$ cat src/rtl/ntt_pkg.sv
// ntt_pkg: shared types and helpers for the NTT output reorder slice.
// Holds the per-bank state encoding, the default ring modulus and the
// bit-reversal helper used to place bit-reversed input words.
package ntt_pkg;

    localparam int DEFAULT_MODULUS = 7681;

    typedef enum logic [1:0] {
        EMPTY    = 2'd0,
        FILLING  = 2'd1,
        FULL     = 2'd2,
        DRAINING = 2'd3
    } bank_state_e;

    // Reverse the low 'width' bits of idx; bits above 'width' come back zero.
    function automatic logic [31:0] bitrev(input logic [31:0] idx, input int width);
        logic [31:0] r;
        r = '0;
        for (int i = 0; i < 32; i++) begin
            if (i < width) begin
                r[i] = idx[width-1-i];
            end
        end
        return r;
    endfunction

endpackage

$ cat src/rtl/ntt_pingpong_ram.sv
// ntt_pingpong_ram: two banks of 2**AW words, one write port and one
// synchronous read port. The read register only updates when rd_en is high,
// so a stalled consumer sees the last read word held.
module ntt_pingpong_ram
    import ntt_pkg::*;
#(
    parameter int W  = 32,
    parameter int AW = 4
) (
    input  logic          clk,
    input  logic          wr_en,
    input  logic          wr_bank,
    input  logic [AW-1:0] wr_addr,
    input  logic [W-1:0]  wr_data,
    input  logic          rd_en,
    input  logic          rd_bank,
    input  logic [AW-1:0] rd_addr,
    output logic [W-1:0]  rd_data
);

    localparam int DEPTH = 2 << AW;

    logic [W-1:0] mem [DEPTH];
    logic [W-1:0] rd_data_q;
    logic [W-1:0] rd_data_d;

    // Write port: bank select is the address MSB.
    always_ff @(posedge clk) begin
        if (wr_en) begin
            mem[{wr_bank, wr_addr}] <= wr_data;
        end
    end

    // Read port next value: fetch on rd_en, otherwise hold.
    always_comb begin
        rd_data_d = rd_data_q;
        if (rd_en) begin
            rd_data_d = mem[{rd_bank, rd_addr}];
        end
    end

    // Read data register.
    always_ff @(posedge clk) begin
        rd_data_q <= rd_data_d;
    end

    assign rd_data = rd_data_q;

endmodule

$ cat src/rtl/ntt_bitrev_reorder.sv
// ntt_bitrev_reorder: turns bit-reversed NTT output frames of RADIX words into
// a natural-order ready/valid stream through a ping-pong buffer.
// Optional build macro NTT_REORDER_CANON_EN: subtract MODULUS from words that
// are >= MODULUS before they reach the output register.
// Read pipeline: issue (address) -> RAM read register -> output register.
// The issue side tracks its own bank pointer so the next frame's reads start
// right after the previous frame's last read, with no bubble; the drain-side
// pointer (rd_bank) frees a bank only when its out_last word is accepted.
module ntt_bitrev_reorder
    import ntt_pkg::*;
#(
    parameter  int W       = 32,
    parameter  int RADIX   = 16,
    parameter  int MODULUS = DEFAULT_MODULUS,
    localparam int AW      = $clog2(RADIX)
) (
    input  logic          clk,
    input  logic          rst,
    input  logic          in_valid,
    input  logic [W-1:0]  in_data,
    output logic          in_ready,
    output logic          out_valid,
    input  logic          out_ready,
    output logic [W-1:0]  out_data,
    output logic [AW-1:0] out_index,
    output logic          out_last,
    output logic          overflow,
    output logic [15:0]   frame_cnt
);

`ifdef NTT_REORDER_CANON_EN
    localparam bit CANON_EN = 1'b1;
`else
    localparam bit CANON_EN = 1'b0;
`endif

    localparam logic [AW-1:0] LAST_IDX = AW'(RADIX - 1);
    localparam logic [W-1:0]  MOD_W    = W'(MODULUS);

    // Fold a lazily reduced value from [0, 2*MODULUS) into [0, MODULUS).
    function automatic logic [W-1:0] canon(input logic [W-1:0] w);
        return (CANON_EN && (w >= MOD_W)) ? (w - MOD_W) : w;
    endfunction

    bank_state_e   state_q [2];
    bank_state_e   state_d [2];
    logic          wr_bank_q,  wr_bank_d;
    logic [AW-1:0] wr_cnt_q,   wr_cnt_d;
    logic          rd_bank_q,  rd_bank_d;
    logic          iss_bank_q, iss_bank_d;
    logic [AW-1:0] iss_cnt_q,  iss_cnt_d;
    logic          stg_vld_q,  stg_vld_d;
    logic [AW-1:0] stg_idx_q,  stg_idx_d;
    logic          out_valid_q, out_valid_d;
    logic [W-1:0]  out_data_q,  out_data_d;
    logic [AW-1:0] out_index_q, out_index_d;
    logic          out_last_q,  out_last_d;
    logic          overflow_q,  overflow_d;
    logic [15:0]   frame_cnt_q, frame_cnt_d;

    logic          wr_ok;
    logic          wr_en;
    logic [AW-1:0] wr_addr;
    logic          advance;
    logic          iss_ok;
    logic          rd_en;
    logic          last_fire;
    logic [W-1:0]  rd_data;

    ntt_pingpong_ram #(
        .W  (W),
        .AW (AW)
    ) u_ram (
        .clk     (clk),
        .wr_en   (wr_en),
        .wr_bank (wr_bank_q),
        .wr_addr (wr_addr),
        .wr_data (in_data),
        .rd_en   (rd_en),
        .rd_bank (iss_bank_q),
        .rd_addr (iss_cnt_q),
        .rd_data (rd_data)
    );

    // Next-state logic for bank states, pointers, read pipeline and status.
    always_comb begin
        state_d     = state_q;
        wr_bank_d   = wr_bank_q;
        wr_cnt_d    = wr_cnt_q;
        rd_bank_d   = rd_bank_q;
        iss_bank_d  = iss_bank_q;
        iss_cnt_d   = iss_cnt_q;
        stg_vld_d   = stg_vld_q;
        stg_idx_d   = stg_idx_q;
        out_valid_d = out_valid_q;
        out_data_d  = out_data_q;
        out_index_d = out_index_q;
        out_last_d  = out_last_q;
        overflow_d  = overflow_q;
        frame_cnt_d = frame_cnt_q;

        // Write side: ready follows the registered state of the write bank.
        wr_ok   = (state_q[wr_bank_q] == EMPTY) || (state_q[wr_bank_q] == FILLING);
        wr_en   = in_valid && wr_ok;
        wr_addr = AW'(bitrev(32'(wr_cnt_q), AW));

        // Whole read pipeline moves only when the output register can take a word.
        advance   = !out_valid_q || out_ready;
        iss_ok    = (state_q[iss_bank_q] == FULL) ||
                    ((state_q[iss_bank_q] == DRAINING) && (iss_cnt_q != '0));
        rd_en     = advance && iss_ok;
        last_fire = out_valid_q && out_ready && out_last_q;

        if (in_valid && !wr_ok) begin
            overflow_d = 1'b1;
        end

        if (wr_en) begin
            wr_cnt_d = wr_cnt_q + 1'b1;
            if (state_q[wr_bank_q] == EMPTY) begin
                state_d[wr_bank_q] = FILLING;
            end
            if (wr_cnt_q == LAST_IDX) begin
                state_d[wr_bank_q] = FULL;
                wr_bank_d          = ~wr_bank_q;
            end
        end

        if (rd_en) begin
            iss_cnt_d = iss_cnt_q + 1'b1;
            if (state_q[iss_bank_q] == FULL) begin
                state_d[iss_bank_q] = DRAINING;
            end
            if (iss_cnt_q == LAST_IDX) begin
                iss_bank_d = ~iss_bank_q;
            end
        end

        if (advance) begin
            stg_vld_d   = rd_en;
            stg_idx_d   = iss_cnt_q;
            out_valid_d = stg_vld_q;
            if (stg_vld_q) begin
                out_data_d  = canon(rd_data);
                out_index_d = stg_idx_q;
                out_last_d  = (stg_idx_q == LAST_IDX);
            end
        end

        if (last_fire) begin
            state_d[rd_bank_q] = EMPTY;
            rd_bank_d          = ~rd_bank_q;
            frame_cnt_d        = frame_cnt_q + 16'd1;
        end
    end

    // State and output registers; everything clears on reset.
    always_ff @(posedge clk or negedge rst) begin
        if (!rst) begin
            state_q[0]  <= EMPTY;
            state_q[1]  <= EMPTY;
            wr_bank_q   <= 1'b0;
            wr_cnt_q    <= '0;
            rd_bank_q   <= 1'b0;
            iss_bank_q  <= 1'b0;
            iss_cnt_q   <= '0;
            stg_vld_q   <= 1'b0;
            stg_idx_q   <= '0;
            out_valid_q <= 1'b0;
            out_data_q  <= '0;
            out_index_q <= '0;
            out_last_q  <= 1'b0;
            overflow_q  <= 1'b0;
            frame_cnt_q <= '0;
        end else begin
            state_q     <= state_d;
            wr_bank_q   <= wr_bank_d;
            wr_cnt_q    <= wr_cnt_d;
            rd_bank_q   <= rd_bank_d;
            iss_bank_q  <= iss_bank_d;
            iss_cnt_q   <= iss_cnt_d;
            stg_vld_q   <= stg_vld_d;
            stg_idx_q   <= stg_idx_d;
            out_valid_q <= out_valid_d;
            out_data_q  <= out_data_d;
            out_index_q <= out_index_d;
            out_last_q  <= out_last_d;
            overflow_q  <= overflow_d;
            frame_cnt_q <= frame_cnt_d;
        end
    end

    assign in_ready  = wr_ok;
    assign out_valid = out_valid_q;
    assign out_data  = out_data_q;
    assign out_index = out_index_q;
    assign out_last  = out_last_q;
    assign overflow  = overflow_q;
    assign frame_cnt = frame_cnt_q;

endmodule

$ cat config.mk
export PLATFORM = sky130hd
export DESIGN_NAME = ntt_bitrev_reorder
export DESIGN_NICKNAME = d
export VERILOG_FILES = /design/src/rtl/ntt_pkg.sv /design/src/rtl/ntt_pingpong_ram.sv /design/src/rtl/ntt_bitrev_reorder.sv
export SDC_FILE = /design/constraint.sdc
export NUM_CORES = 1
export LEC_CHECK = 0
export BUFFER_PORTS_ARGS = -buffer_cell sky130_fd_sc_hd__buf_2
export CAP_MARGIN = 10
export CORE_UTILIZATION = 45
export DETAILED_ROUTE_END_ITERATION = 10
export SYNTH_ARGS = -nofsm -noshare
export SYNTH_HDL_FRONTEND = slang
export SYNTH_SLANG_ARGS = --single-unit
$ cat constraint.sdc
create_clock -name clk -period 3.9 [get_ports clk]
set_input_delay 0.195 -clock clk [delete_from_list [all_inputs] [get_ports clk]]
set_output_delay 0.195 -clock clk [all_outputs]
set_load 0.1 [all_outputs]
==> results.json, run 1 <==
{
  "fin_nets": 2344,
  "antenna_found_initial": 3,
  "synth_top_area_cell": "edfxtp_1",
  "via_per_inst": 5.94,
  "synthesis.instances": 2132,
  "met1_length_mm": 46.5,
  "finalWirelength_mm": 106,
  "avgRoutedWirePerCell_um": 28.9,
  "synth_cell_types": 57,
  "path_max_fanout": 18,
  "ys_warn_count": 0,
  "wl_met3_mm": 6.46,
  "worstPathRequired_ns": 4.24,
  "grt_use_total_pct": 21.8,
  "cpPeakStageDelay_ns": 0.67,
  "hold_viol": 0,
  "fin_skew_ns": 0.0294,
  "die_w_um": 313,
  "cts_root_buffer": "clkbuf_16",
  "period_share_pct": 74.4,
  "dpl.hpwl_mm": 60.1,
  "start_kind": "flop",
  "drv_slew": 0,
  "post_cts_buffers": 0,
  "initial_core_util_pct": 45.6,
  "relSlewSlack_pct": 33.3,
  "slowest_stage": "nor3b_1",
  "fin_crit_ns": 2.90,
  "clk_pin_slew_worst_paths_ns": 0.06,
  "portBuffers": 91,
  "criticalPathCategory": "flop to flop",
  "fmax_mhz": 345,
  "drt-initial-drc-count": 2184,
  "yosysSeqAreaShare_pct": 77.3,
  "layout-drive-gt1-share_pct": 22.9,
  "fin_cells": 3666,
  "die_h_um": 313,
  "gr-total-overflow": 0,
  "holdWs_ns": 0.0357,
  "ctsResizeCount": 0,
  "area_growth_pct": 13.5,
  "critPathArrivalTime_ns": 3.25,
  "p_per_area_nw_per_um2": 487,
  "antenna_cells": 0,
  "synth-edff-count": 1056,
  "cts_tree": "yes",
  "vias": 21800,
  "cts.sinks": 1131,
  "coreArea_sq_um": 95300,
  "clock_latency_ns": 0.69,
  "vdd_drop_max_mv": 0.349,
  "cts_buffer_depth": 3,
  "status": "complete, no violations",
  "reg2regPathDepth": 4,
  "place.gp.congestion": 0.805,
  "dp.cells": 3444,
  "numCtsBuffers": 113,
  "drtAntennaViolNets": 0,
  "rsz0062_at_grt": "false",
  "drcViolationCount": 0,
  "synth_top_area_share_pct": 73.0,
  "grt_pass1_wl_mm": 155,
  "path_cells": "nor3b_1 > nand2_1 > nor2_4 > buf_4",
  "synth_area_leaders": "edfxtp_1 (73%), mux4_2 (6.9%), mux2i_1 (5.5%), dfrtp_1 (4.3%), mux2_2 (1.0%)",
  "ys_async_sr_fraction_pct": 6.63,
  "r2r_slack_ns": 1.0,
  "crit_end": "u_ram.mem[7][20]",
  "ys_ff_latch": 1131,
  "cts-htree-levels": 3,
  "r2r_start": "wr_bank_q",
  "tightest_slew_ns": 1.00,
  "setup_viol": 0,
  "firstDrtPassIters": 5,
  "worstSetupStartpoint": "wr_bank_q",
  "avgSynthCellArea_sq_um": 20.4,
  "critPathCaptureType": "flop",
  "r2r_end": "u_ram.mem[7][20]",
  "p_leak_nw": 15.3,
  "met2_length_mm": 51.4,
  "grt_max_degree": 107,
  "tns_ns": 0,
  "grt_pass1_vias": 22100,
  "syn_nets": 2172,
  "min_path_type": "primary input to flop",
  "syn_area_sq_um": 43400,
  "synth_top_flop_cell": "edfxtp_1",
  "io_pins": 92,
  "cap_viol_max_count": 0,
  "row_count": 113,
  "top_layer": "met5",
  "fp.dieArea_sq_um": 97800,
  "cts_hold_buf": 10
}
## routing by layer
| metal | track usage, % | up-vias |
|---|---|---|
| met4 | 4.66 | 2 |
| met2 | 35.4 | 744 |
| li1 | - | 9164 |
| met5 | 0 | - |
| met3 | 3.00 | 119 |
| met1 | 31.6 | 11700 |
## critical path: cells and delay by family, from the launching register on
family,cells,cell delay (ns)
and+or+nand+nor,3,1.73
buffers and inverters,1,0.40
DFF,1,0.41
## how the worst min path moves through the flow
| stage | slack [ns] | startpoint | cells past startpoint | to |
|---|---|---|---|---|
| finish | 0.04 | in_data[21] | 1 | u_ram.mem[30][21] |
| global route | 0.04 | in_data[21] | 1 | u_ram.mem[14][21] |
| CTS | 0.007 | in_data[21] | 1 | u_ram.mem[14][21] |
| detailed placement | 0.33 | rst | 1 | out_data[5] |
| global placement | 0.31 | rst | 1 | out_data[12] |
| floorplan | -0.10 | rst | 0 | frame_cnt[0] |
## synth_stat cells (5+ instances only)
cell,number
xnor2_1,19
o22ai_1,50
o32ai_1,5
or3b_1,5
buf_6,24
buf_8,5
a211oi_1,22
nor4_2,5
o21ai_0,16
mux4_2,134
o21ai_1,16
nand4_1,8
nand2_1,41
a221oi_1,23
mux2_2,39
a21oi_1,30
edfxtp_1,1056
buf_12,8
nand3_1,25
nor3_1,9
buf_2,29
a2bb2oi_1,14
nor2_1,44
inv_1,5
a22o_1,7
mux2i_1,240
dfrtp_1,75
buf_4,16
a22oi_1,46
clkbuf_1,36
nor2b_1,8
a31oi_1,5
o221ai_1,25
## state kept, by name (all words and copies together), names as in the netlist, 4 cells and up
name	cells
stg_idx_q	4
u_ram.mem	1024
state_q	4
u_ram.rd_data	32
out_index	4
out_data	32
wr_cnt_q	4
iss_cnt_q	4
frame_cnt	16
## area by class of cell
type | instances | area, sq um
fillers | 7536 | 46000
flip-flops and latches | 1131 | 33600
multi-input cells | 874 | 9170
clock buffers | 153 | 3050
well taps | 1265 | 1580
repair buffers | 178 | 1350
clock inverters | 59 | 547
inverters | 6 | 22.5
## stage by stage
step / util, % / cell area [sq um] / total power, mW / setup WS [ns]
finish: 51.8 / 49300 / 24.0 / 1.00
global route: 51.8 / 49300 / 24.6 / 0.836
CTS: 51.8 / 49300 / 24.2 / 0.947
detailed placement: 47.9 / 45600 / 13.7 / 0.963
global placement: 47.9 / 45600 / 13.7 / 1.01
floorplan: - / 43400 / 13.5 / 0.357
## where the power goes
| group | internal, mW | total (mW) | switching (mW) |
|---|---|---|---|
| Combinational | 0.0203 | 0.203 | 0.183 |
| Clock | 6.06 | 10.5 | 4.48 |
| Sequential | 13.3 | 13.3 | 0.000000000000000130 |
## placed cells by master (no fill, tap or decap), types with 9 or more instances in the layout
cell type,instances
clkbuf_16,114
buf_12,17
a211oi_1,22
a221oi_1,23
edfxtp_1,1056
a2bb2oi_1,14
o21ai_0,16
a21oi_1,30
buf_4,61
xnor2_1,19
dlygate4sd3_1,10
dfrtp_1,70
clkbuf_1,34
nand3_1,25
clkinv_2,19
o22ai_1,50
buf_2,90
mux4_2,134
a22oi_1,46
o221ai_1,25
nand2_1,41
mux2_2,39
o21ai_1,16
nor2_4,30
nor2_1,15
mux2i_1,240
bufinv_16,9
clkinv_1,23
## cells by family after synthesis
group,share of synthesized area [%]
AO/OA/AOI/OAI,4.29
flip-flops,77.3
multiplexers,13.7
AND/OR/NAND/NOR,1.95
adder cells (fa/ha/maj),0.115
buffers and inverters,2.17
XOR/XNOR,0.464
Note: power is estimated with default switching activity, not from simulation.
==> run 2: changes to the inputs <==
==> constraint.sdc (replaced) <==
create_clock -name clk -period 2.7 [get_ports clk]
set_input_delay 0.135 -clock clk [delete_from_list [all_inputs] [get_ports clk]]
set_output_delay 0.135 -clock clk [all_outputs]
set_load 0.1 [all_outputs]
==> results.json, run 2 (synthesis gave the netlist of run 1 again) <==
{
  "avgRoutedWirePerCell_um": 29.3,
  "worstSetupStartpoint": "iss_cnt_q[1]",
  "drtAntennaViolNets": 0,
  "critPathCaptureType": "flop",
  "path_max_fanout": 63,
  "rsz0062_at_grt": "false",
  "place.gp.congestion": 0.786,
  "p_per_area_nw_per_um2": 699,
  "fin_skew_ns": 0.0249,
  "fin_crit_ns": 2.45,
  "tns_ns": 0,
  "via_per_inst": 5.91,
  "post_cts_buffers": 0,
  "clk_pin_slew_worst_paths_ns": 0.06,
  "cap_viol_max_count": 0,
  "grt_use_total_pct": 22.4,
  "antenna_found_initial": 1,
  "initial_core_util_pct": 45.6,
  "row_count": 113,
  "critPathArrivalTime_ns": 2.86,
  "fmax_mhz": 408,
  "die_h_um": 313,
  "firstDrtPassIters": 5,
  "grt_max_degree": 66,
  "top_register": "u_ram.mem",
  "cts_tree": "yes",
  "criticalPathCategory": "flop to flop",
  "cts_root_buffer": "clkbuf_16",
  "relSlewSlack_pct": 51.2,
  "gr-total-overflow": 0,
  "coreArea_sq_um": 95300,
  "io_pins": 92,
  "cts_buffer_depth": 3,
  "hold_start": "in_data[5]",
  "finalWirelength_mm": 109,
  "fp.dieArea_sq_um": 97800,
  "setup_viol": 0,
  "grt_pass1_wl_mm": 157,
  "period_share_pct": 90.9,
  "drv_slew": 0,
  "die_w_um": 313,
  "r2r_end": "u_ram.rd_data[18]",
  "dp.cells": 3485,
  "layout-drive-gt1-share_pct": 24.5,
  "fin_nets": 2408,
  "r2r_start": "iss_cnt_q[1]",
  "reg2regPathDepth": 4,
  "min_path_type": "primary input to flop",
  "worstPathRequired_ns": 3.11,
  "n_fill_cell": 7425,
  "tightest_slew_ns": 0.731,
  "area_growth_pct": 16.2,
  "layout_common_cells": "edfxtp_1 (1056), mux2i_1 (239), mux4_2 (134)",
  "hold_viol": 0,
  "fin_cells": 3731,
  "dpl.hpwl_mm": 60.6,
  "grt_pass1_vias": 22200,
  "final_util_pct": 53.0,
  "largest_register_ff_count": 1024,
  "vdd_drop_max_mv": 0.514,
  "numCtsBuffers": 112,
  "start_kind": "flop",
  "fin_ws_ns": 0.246,
  "portBuffers": 91,
  "r2r_slack_ns": 0.25,
  "drt-initial-drc-count": 2241,
  "crit_end": "u_ram.rd_data[18]",
  "vias": 22100,
  "drcViolationCount": 0,
  "dp_slack_ns": 0.275,
  "final_common_cell": "edfxtp_1",
  "cts-htree-levels": 3,
  "clock_latency_ns": 0.70,
  "p_leak_nw": 15.8,
  "status": "complete, no violations",
  "cts.sinks": 1131
}
-- run 2: cell count changes in the layout (fill, tap and decap cells not counted), sizes merged --
| cell | before | now |
|---|---|---|
| buf | 168 | 210 |
| dlygate4sd3 | 10 | 33 |
| clkinv | 46 | 43 |
| clkinvlp | 2 | 3 |
| clkbuf | 153 | 147 |
| bufinv | 9 | 14 |
| inv | 8 | 10 |
| diode | 0 | 1 |
-- run 2: stage by stage --
stage	area (sq um)	hold slack, ns	power (mW)
6_report	50500	0.000977	35.3
3_3_place_gp	46400	0.153	19.8
4_1_cts	50500	0.00644	35.6
3_5_place_dp	46400	0.156	19.8
5_1_grt	50500	0.0342	36.2
2_1_floorplan	43500	-0.161	19.5
-- run 2: worst min path at each step --
stage / endpoint / slack [ns] / depth (start not counted)
2_1_floorplan: frame_cnt[0] / -0.16 / 0
3_3_place_gp: out_data[12] / 0.15 / 1
3_5_place_dp: out_data[5] / 0.16 / 1
4_1_cts: u_ram.mem[17][19] / 0.006 / 1
5_1_grt: u_ram.mem[10][19] / 0.03 / 1
6_report: u_ram.mem[11][5] / 0.001 / 1
-- run 2: worst max-delay path, cell delays in order (launching register included) --
cell and delay (ns):
dfrtp_4 0.58, buf_12 0.40, mux4_2 0.55, o21ai_0 0.40
a22oi_1 0.13
-- run 2: cell type report --
| cell class | instances | area [sq um] | area share, % |
|---|---|---|---|
| clock inverter | 64 | 711 | 1.41 |
| tap | 1265 | 1580 | 3.13 |
| sequential | 1131 | 33600 | 66.5 |
| inverter | 6 | 35.0 | 0.0694 |
| clock buffer | 147 | 3060 | 6.05 |
| multi-input combinational | 874 | 9200 | 18.2 |
| antenna | 1 | 2.50 | 0.00496 |
| timing repair buffer | 243 | 2320 | 4.59 |
-- run 2: timing repair --
action,4_1_cts,5_1_grt
hold endpoints to repair,1007,0
gates resized for setup,0,0
hold buffers,34,0
-- run 2: metal layers --
layer	vias to the layer above	wire length [um]	global-route usage, %
met4	2	1840	5.08
met3	138	7470	3.54
li1	9310	-	-
met5	-	10	0
met1	11800	47100	32.2
met2	807	53000	36.3
-- run 2: power breakdown --
part / switching [mW] / internal [mW] / leakage (nW)
combinational: 0.261 / 0.0562 / 3.48
sequential: 0.000000000000000163 / 19.1 / 10.5
clock: 6.53 / 9.30 / 1.84
total: 6.79 / 28.5 / 15.8
==> run 3: changes to the inputs <==
--- a/config.mk
+++ b/config.mk
@@ -8,7 +8,9 @@
 export BUFFER_PORTS_ARGS = -buffer_cell sky130_fd_sc_hd__buf_2
 export CAP_MARGIN = 10
 export CORE_UTILIZATION = 45
+export CTS_CLUSTER_DIAMETER = 80
 export DETAILED_ROUTE_END_ITERATION = 10
+export SKIP_LAST_GASP = 1
 export SYNTH_ARGS = -nofsm -noshare
 export SYNTH_HDL_FRONTEND = slang
 export SYNTH_SLANG_ARGS = --single-unit
==> constraint.sdc (replaced) <==
create_clock -name clk -period 3.05 [get_ports clk]
set_input_delay 0.1525 -clock clk [delete_from_list [all_inputs] [get_ports clk]]
set_output_delay 0.1525 -clock clk [all_outputs]
set_load 0.1 [all_outputs]
==> results.json, run 3 (synthesis gave the netlist of run 1 again) <==
{
  "p_per_area_nw_per_um2": 631,
  "cts_tree": "yes",
  "via_per_inst": 5.89,
  "top_usage_layer": "met2",
  "r2r_end": "u_ram.rd_data[3]",
  "criticalPathCategory": "flop to flop",
  "cp_num_buf_inv": 2,
  "layout-drive-gt1-share_pct": 24.9,
  "area_growth_pct": 16.2,
  "drv_slew": 0,
  "top_register": "u_ram.mem",
  "critPathCaptureType": "flop",
  "hold_depth": 1,
  "grt_pass1_vias": 22200,
  "n_fill_cell": 7423,
  "die_h_um": 313,
  "cts-htree-levels": 3,
  "path_max_fanout": 48,
  "clk_pin_slew_worst_paths_ns": 0.06,
  "fp.dieArea_sq_um": 97800,
  "tightest_slew_ns": 0.856,
  "portBuffers": 91,
  "use_met2_pct": 36.2,
  "place.gp.congestion": 0.813,
  "ctsResizeCount": 0,
  "fmax_mhz": 371,
  "grt_use_total_pct": 22.3,
  "met1_usage_pct": 31.9,
  "relSlewSlack_pct": 42.9,
  "dp_slack_ns": 0.431,
  "firstDrtPassIters": 7,
  "drt-initial-drc-count": 2153,
  "clock_latency_ns": 0.70,
  "setup_viol": 0,
  "layout_common_cells": "edfxtp_1 (1056), mux2i_1 (240), mux4_2 (134)",
  "vdd_drop_max_mv": 0.442,
  "start_kind": "flop",
  "dpl.hpwl_mm": 62.4,
  "drtAntennaViolNets": 0,
  "status": "complete, no violations",
  "fin_crit_ns": 2.69,
  "drcViolationCount": 0,
  "cpPeakStageDelay_ns": 0.72,
  "rsz0062_at_grt": "false",
  "slowest_stage": "dfrtp_4",
  "p_leak_nw": 15.9,
  "met3_usage_pct": 3.58,
  "final_common_cell": "edfxtp_1",
  "path_cells": "buf_12 > buf_4 > mux2i_1 > a221oi_1 > o21ai_1 > a22oi_1",
  "grt_pass1_wl_mm": 157,
  "final_util_pct": 53.0,
  "tns_ns": 0,
  "fin_nets": 2408,
  "hold_viol": 0,
  "avgRoutedWirePerCell_um": 29.1,
  "numCtsBuffers": 115,
  "cap_viol_max_count": 0,
  "hold_start": "in_data[31]",
  "whs_endpoint": "u_ram.mem[19][31]",
  "cts_buffer_depth": 3,
  "vias": 22000,
  "period_share_pct": 88.3,
  "coreArea_sq_um": 95300,
  "die_w_um": 313,
  "antenna_cells": 0,
  "worstPathRequired_ns": 3.47,
  "fin_skew_ns": 0.0295,
  "r2r_start": "iss_cnt_q[1]",
  "min_path_type": "primary input to flop",
  "cp_top_family": "compound AO/OA/AOI/OAI gates",
  "row_count": 113,
  "fin_ws_ns": 0.356,
  "largest_register_ff_count": 1024,
  "finalWirelength_mm": 109,
  "initial_core_util_pct": 45.6,
  "antenna_found_initial": 2,
  "gr-total-overflow": 0,
  "io_pins": 92,
  "reg2regPathDepth": 6,
  "critPathArrivalTime_ns": 3.11,
  "grt_max_degree": 52,
  "cts.sinks": 1131,
  "r2r_slack_ns": 0.36,
  "cts_root_buffer": "clkbuf_16"
}
[run 3: cell types whose count changed in the layout (fill, tap and decap cells not counted), sizes merged]
cell,change
bufinv,+7
diode,-1
clkinv,+14
buf,+1
clkbuf,-15
inv,+3
dlygate4sd3,-4
[run 3: per-stage QoR]
step,cells,area [sq um],total power [mW],hold WS (ns)
2_1_floorplan,2132,43500,17.3,-0.143
3_3_place_gp,3487,46200,17.5,0.187
4_1_cts,3736,50500,32.1,0.00225
5_1_grt,3736,50500,32.7,0.0313
3_5_place_dp,3487,46200,17.5,0.187
6_report,3736,50500,31.9,0.000836
[run 3: worst max path at each step]
stage	start	end	slack [ns]	depth (start not counted)
CTS	iss_cnt_q[0]	u_ram.rd_data[28]	0.40	4
global placement	iss_cnt_q[1]	u_ram.rd_data[3]	0.45	6
finish	iss_cnt_q[1]	u_ram.rd_data[3]	0.36	6
floorplan	iss_cnt_q[0]	iss_cnt_q[3]	0.02	9
global route	iss_cnt_q[1]	u_ram.rd_data[3]	0.27	6
detailed placement	iss_cnt_q[1]	u_ram.rd_data[3]	0.43	6
[run 3: area by class of cell]
cell class              instances  area [sq um]  area share, %
clock buffers                 132          2960           5.87
clock inverters                88           996           1.97
inverters                       6          22.5         0.0446
multi-input cells             874          9180           18.2
flip-flops and latches       1131         33600           66.6
well taps                    1265          1580           3.14
repair buffers                240          2120           4.21
[run 3: worst register-to-register path: cells and delay by family, from the launching register on]
family | cells | cell delay (ns)
AO/OA/AOI/OAI | 3 | 0.89
flip-flops | 1 | 0.72
buffers and inverters | 2 | 0.72
multiplexers | 1 | 0.09
[run 3: routing by layer]
metal / up-vias / wire length, um
li1: 9302 / -
met1: 11800 / 46500
met2: 817 / 52700
met3: 127 / 7420
met4: 2 / 1940
met5: - / 13
[run 3: report_power, final]
part | internal (mW) | total (mW) | switching, mW
clock | 8.75 | 14.6 | 5.89
sequential | 16.9 | 16.9 | 0.000000000000000139
combinational | 0.0436 | 0.278 | 0.235
total | 25.7 | 31.9 | 6.12
[run 3: what timing repair did]
action | CTS | global route
hold buffers | 29 | 0
hold endpoints to repair | 817 | 0
setup buffers | 0 | 0
